<file path="src/rtl/port_uart_tx.sv">
// port_uart_tx: port-mapped 8N1 UART transmitter with toggle handshake and sticky overrun
module port_uart_tx #(
  parameter int CLKS_PER_BIT = 16,
  parameter int CNT_W = 16
) (
  input  logic       clk,
  input  logic       reset,
  input  logic [7:0] port_out_data,
  input  logic [7:0] port_out_ctrl,
  output logic [7:0] port_in_status,
  output logic       tx
);
  typedef enum logic [1:0] {IDLE, START, DATA, STOP} state_t;
  state_t state_q, state_d;
  logic [CNT_W-1:0] cnt_q, cnt_d;
  logic [2:0] idx_q, idx_d;
  logic [7:0] shift_q, shift_d;
  logic req_prev_q, busy_q, busy_d, ack_q, ack_d, ovr_q, ovr_d, tx_q, tx_d;
  logic req_edge, accept, wrap;
  logic unused_ctrl;
  assign unused_ctrl = ^port_out_ctrl[7:2];
  always_comb begin
    req_edge = port_out_ctrl[0] ^ req_prev_q;
    accept = req_edge && state_q == IDLE;
    wrap = cnt_q == CNT_W'(CLKS_PER_BIT - 1);
    state_d = state_q;
    idx_d = idx_q;
    shift_d = shift_q;
    cnt_d = (state_q == IDLE || wrap) ? '0 : cnt_q + 1'b1;
    if (accept) begin
      state_d = START;
      shift_d = port_out_data;
    end else if (wrap && state_q != IDLE) begin
      state_d = state_q == START ? DATA : state_q == STOP ? IDLE : idx_q == 3'd7 ? STOP : DATA;
      idx_d = state_q == DATA ? idx_q + 3'd1 : 3'd0;
      shift_d = state_q == DATA ? shift_q >> 1 : shift_q;
    end
    ack_d = ack_q ^ accept;
    ovr_d = (req_edge && state_q != IDLE) || (ovr_q && !port_out_ctrl[1]);
    busy_d = state_d != IDLE;
    tx_d = state_d == START ? 1'b0 : state_d == DATA ? shift_d[0] : 1'b1;
  end
  always_ff @(posedge clk) begin
    if (reset) begin
      state_q <= IDLE;
      cnt_q <= '0;
      idx_q <= '0;
      shift_q <= '0;
      req_prev_q <= port_out_ctrl[0];
      busy_q <= 1'b0;
      ack_q <= 1'b0;
      ovr_q <= 1'b0;
      tx_q <= 1'b1;
    end else begin
      state_q <= state_d;
      cnt_q <= cnt_d;
      idx_q <= idx_d;
      shift_q <= shift_d;
      req_prev_q <= port_out_ctrl[0];
      busy_q <= busy_d;
      ack_q <= ack_d;
      ovr_q <= ovr_d;
      tx_q <= tx_d;
    end
  end
  assign port_in_status = {5'b0, ovr_q, ack_q, busy_q};
  assign tx = tx_q;
endmodule

</file>
<file path="config.mk">
export PLATFORM = sky130hd
export DESIGN_NAME = port_uart_tx
export DESIGN_NICKNAME = d
export VERILOG_FILES = /design/src/rtl/port_uart_tx.sv
export SDC_FILE = /design/constraint.sdc
export NUM_CORES = 1
export LEC_CHECK = 0
export BUFFER_PORTS_ARGS = -buffer_cell sky130_fd_sc_hd__buf_2
export CORE_ASPECT_RATIO = 2
export CORE_MARGIN = 2
export CORE_UTILIZATION = 30
export DETAILED_ROUTE_END_ITERATION = 8
export PLACE_DENSITY = 0.47
export SLEW_MARGIN = 10
export SYNTH_ARGS = -nofsm -noshare
export SYNTH_HDL_FRONTEND = slang
export SYNTH_SLANG_ARGS = --single-unit
</file>
<file path="constraint.sdc">
create_clock -name clk -period 5.7 [get_ports clk]
set_clock_uncertainty 0.05 [all_clocks]
set_input_delay 0 -clock clk [delete_from_list [all_inputs] [get_ports clk]]
set_output_delay 0 -clock clk [all_outputs]
set_load 0.05 [all_outputs]
</file>
**Word-level counts from Yosys, hierarchy flattened**

Index checks and enable logic that the tools add are counted.
W data, S select, Z words.

- Bits of input ports: 18
- Word-level logic and storage cells: 48
- Output and inout port bits: 9
- Register bits: 34

- Eq/ne operators: 7
- Mux-type cells: 11
- Reduce and logical (&&, ||, !) cells: 15
- Bitwise logic cells: 3
- Add/subtract/negate cells: 2

Operator list:

| kind | number |
|---|---|
| $mux W8 | 3 |
| $add A16 B1 Y16 const B | 1 |
| $eq A16 B4 Y1 const B | 1 |
| $mux W2 | 4 |
| $reduce_bool A2 Y1 | 4 |
| $eq A2 B2 Y1 const B | 3 |
| $eq A2 B1 Y1 const B | 2 |
| $logic_and A1 B1 Y1 | 4 |
| $reduce_and A2 Y1 | 2 |
| $add A3 B1 Y3 const B | 1 |
| $eq A3 B3 Y1 const B | 1 |
| $mux W1 | 3 |
| $mux W3 | 1 |
| $logic_not A2 Y1 | 1 |
| $logic_or A1 B1 Y1 | 2 |
| $reduce_or A2 Y1 | 1 |
| $xor A1 B1 Y1 | 2 |
| $logic_not A1 Y1 | 1 |
| $not A1 Y1 | 1 |

**Depth between registers and ports, before layout**

- Depth after elaboration: 9
- Depth in mapped cells: 7
- Gate-level depth less buffers: 7

**Worst setup path before layout**

OpenSTA, ideal clock, no wires.

- Path type: register -> register
- Start point: register cnt_q[9]
- End point: register shift_q[1]
- Stages on the path, launching flop included: 7
- Required time: 5513 ps
- Arrival: 1834 ps
- Library setup time: 137 ps
- Slack: 3678 ps
- Path buffers: 1
- Clock period less this slack: 2022 ps
- Cell sequence: dfxtp_1 > or4_4 > nor4_4 > and3_1 > buf_6 > mux2i_1 > a211oi_1

- Cells in the longest elaborated chain, start to end: 4

RTL lines:

| item | line | RTL |
|---|---|---|
| start: declaration | 15 | `logic [CNT_W-1:0] cnt_q, cnt_d;` |
| start signal: assignment | 56 | `cnt_q <= cnt_d;` |
| $eq A16 B4 Y1 | 25 | `wrap = cnt_q == CNT_W'(CLKS_PER_BIT - 1);` |
| $logic_and A1 B1 Y1 | 33 | `end else if (wrap && state_q != IDLE) begin` |
| $reduce_bool A2 Y1 (no source line) | n/a |  |
| $reduce_and A2 Y1 (no source line) | n/a |  |
| end signal: assignment | 58 | `shift_q <= shift_d;` |
| end: declaration | 17 | `logic [7:0] shift_q, shift_d;` |

Every way passes these cells.
A chain may end at the register's enable or synchronous reset.

**Worst setup path after layout**

- Start point: register cnt_q[9]
- End point: register shift_q[4]

Same word-level chain as after synthesis.

==> summary.md <==
| Metric | Value |
|---|---|
| Sink Count | 34 |
| Final Hold Slack | between 0.015 and 0.02 ns |
| Multi-input gate area in the final layout | between 700 and 800 um2 |
| Max-slew violation total from the final report | 0 |
| Hold buffer count at CTS | 9 |
| Total congestion overflow | 0 |
| Number of buffers inserted to repair setup after CTS | 0 |
| Kind of end point of the critical path | flip-flop |
| Post-placement setup slack | 3.31 ns |
| Cell at the root of the clock tree | clkbuf_8 |
| Weighted congestion at the end of routability-driven global placement | 0.722 |
| Run status | finished, final reports clean |
| Post-route worst setup slack | around 3.3 ns |
| Combined buffer and inverter count along the critical path | 0 |
| Power Total | 497 uW |
| Setup repair after global routing missed its margin | false |
| Average cell area after synthesis | between 8 and 9 um2 |
| Chip Height | 106 um |
| Area of the mapped netlist | 0.00155 mm2 |
| Wire length of the first global-routing pass | 5.00 mm |
| # diodes | 0 |
| Final Setup Violations | 0 |
| Share of final-layout standard cells stronger than drive strength 1 | 12.4% |
| Number of DRC violations after detailed-routing iteration 0 | 9 |
| Pin count of the biggest net entering global routing | 20 |
| Post-synth EDFFs | 0 |
| Number of buffers between clock root and the deepest sink | 2 |
| FP Rows | 37 |
| #FFs+latches synth | 34 |
| Worst-path cell chain | or4_4 -> nor4_4 -> and3_1 -> mux2i_1 -> a211oi_1 |
| Path type of the worst setup path | reg2reg |
| Level count of the clock H-tree | 2 |
| Async set or reset register ratio after synthesis | 0% |
| Final routed wirelength across all metal layers | 2.86 mm |
| Element type at the critical path start | flip-flop |
| Pin slew with the least headroom to its limit | between 0.6 and 0.7 ns |
| Mapped Cells | 175 |
| Hold Path Class | in2reg |
| Number of vias after detailed routing | ~1.2k |
| Crit-path slowest cell | or4_4 |
| Simple-Gate Fraction of Synth Area | 22.2% |
| DR WL/cell | 11.4 um |
| Lkg Pwr | 0.661 nW |
| Arrival time at the worst endpoint | about 2.5 ns |
| Power per unit of standard cell area | 277 mW/mm2 |
| Count of non-filler cells in the finished layout | 252 |
| Synthesized-area fraction occupied by ao, oa, aoi and oai cells | 8.45% |
| Max Clk Rate | just over 400 MHz |
| Initial cell density of the core | ~31% |
| Maximum VDD drop | 0.173 mV |
| Final number of hold-violating endpoints | 0 |
| Die X-Extent | roughly 55 um |
| Worst-skew pair later-pin latency | between 0.2 and 0.3 ns |
| Slew Limit Headroom | 58.7% |
| Ys flop type | dfxtp_1 |
| Required time of the critical path | 5.79 ns |
| Warning count from the yosys run | 0 |
| Post-detailed-placement half-perimeter wirelength | 1.89 mm |
| Nets@finish | ~210 |
| Core Region | 0.00505 mm2 |
| Delay-heaviest family, CP | simple AND/OR/NAND/NOR gates |
| IO buf count | 15 |
| Vias in the first global route | ~1.1k |
| Crit path max fanout | 9 |
| # fillers | 550 |
| Count of TritonRoute iterations in the first routing pass | 4 |
| I/O pin cnt | 27 |
| Register area share after synthesis | 43.8% |
| Post-route fraction of the period consumed by the critical path | between 40 and 50% |
| TritonCTS clock tree | built |
| Final-layout setup total negative slack | 0 ns |
| All-Layer GR Usage | 11.7% |
| Total of max-cap violations | 0 |
| Clock transition time at the flip-flop clock pins of the worst setup and hold paths | 0.07 ns |
| Share of the synthesized netlist area taken by xor and xnor gates | 9.02% |
| Via density per instance | 4.65 |
| Fraction of synthesized area in multiplexers | 5.80% |
| Number of distinct library cells after synthesis | 34 |
| Total clock buffers created by CTS | 5 |
| Die Outline Area | 0.00581 mm2 |
| Antenna viol nets, final | 0 |
| Minimum clock period | about 2.4 ns |
| # resized after CTS | 0 |
| Crit path largest cell delay | just under 0.6 ns |
| Adder and majority cell fraction of the synthesized area | 2.42% |
| Dominant combinational cell family by area after synthesis | simple AND/OR/NAND/NOR gates |
| Final routed DRC violation total | 0 |
| Number of antenna violations at the first check in global routing | 0 |
| Number of cells in the design after placement | roughly 240 |
| Area taken by flip-flops and latches | 681 um2 |
| P&R area growth vs syn | 15.5% |
## through the flow
stage,util [%],area [um2]
floorplan,-,1570
finish,35.6,1800
CTS,35.6,1800
detailed placement,32.0,1610
global placement,32.0,1610
global route,35.6,1800
## worst register-to-register path, delay by kind of cell (launching register included)
| kind | cells | cell delay [ns] |
|---|---|---|
| AOI/OAI and AO/OA | 1 | 0.08 |
| DFF | 1 | 0.38 |
| muxes | 1 | 0.24 |
| and+or+nand+nor | 3 | 1.53 |
## sequential cells by signal (all words and copies together) (netlist names)
signal      count
shift_q         8
req_prev_q      1
tx              1
idx_q           3
cnt_q          16
state_q         2
ovr_q           1
busy_q          1
ack_q           1
## power by group
| group | internal (mW) | leakage, nW | switching (mW) | total [mW] |
|---|---|---|---|---|
| logic | 0.0191 | 0.335 | 0.0372 | 0.0563 |
| clock network | 0.0975 | 0.0482 | 0.0883 | 0.186 |
| registers | 0.248 | 0.278 | 0.00653 | 0.255 |
| total | 0.365 | 0.661 | 0.132 | 0.497 |
## per-layer routing
metal  track usage, %  up-vias  share of wire, %  wire length (um)
li1                 -      624                 -                 -
met1             14.6      524                49              1400
met2             17.8       18                45              1300
met3             3.82        5               3.6               104
met4             5.23        0               2.2                64
met5                0        -                 0                 0
## logic make-up after synthesis
logic type                 count (synthesis)
and+or+nand+nor                           69
DFF                                       34
buffers and inverters                     23
AOI/OAI and AO/OA                         20
xor gates and xnor gates                  16
muxes                                      9
adders and majority gates                  3
other                                      1
## cells in the mapped netlist, drive strengths merged, types with 4 or more instances
cell type  number  area [um2]
a211oi          8        60.1
a21oi           4        20.0
buf            12        83.8
clkbuf          5        18.8
dfxtp          34         681
inv             6        22.5
mux2i           9        90.1
nand2           4        15.0
nand3           7        35.0
nand4           4        25.0
nor2           36         135
nor3            5        25.0
xnor2          11        96.3
xor2            5        43.8
## path summary, 6_finish.rpt
check | start | depth (start not counted) | slack [ns] | end
setup / recovery | cnt_q[9] | 5 | 3.26 | shift_q[4]
hold / removal | port_out_data[7] | 5 | 0.02 | shift_q[7]
hold reg to reg | cnt_q[0] | 1 | 0.43 | cnt_q[0]
setup reg to reg | cnt_q[9] | 5 | 3.26 | shift_q[4]
## layout by cell type, fill, tap and decap left out, drive strengths merged, types with 2 or more instances in the layout
cell,instances
or4,3
conb,5
ha,3
nand2,4
dfxtp,34
and4,2
nand3,7
nand4,4
xor2,5
a31oi,2
or3,2
nor4,2
buf,15
o21ai,3
clkbuf,7
mux2i,9
inv,6
a22oi,2
a211oi,8
a21oi,4
nor3,5
nor2,36
dlygate4sd3,9
xnor2,11
## area by class of cell
class                   instances  share of cell area, %
flip-flops and latches         34                   37.9
clock inverters                 1                  0.279
inverters                       6                   1.25
multi-input cells             122                   42.5
well taps                      58                   4.04
clock buffers                   7                   4.81
repair buffers                 24                   9.20
(Power assumes the default switching activity.)
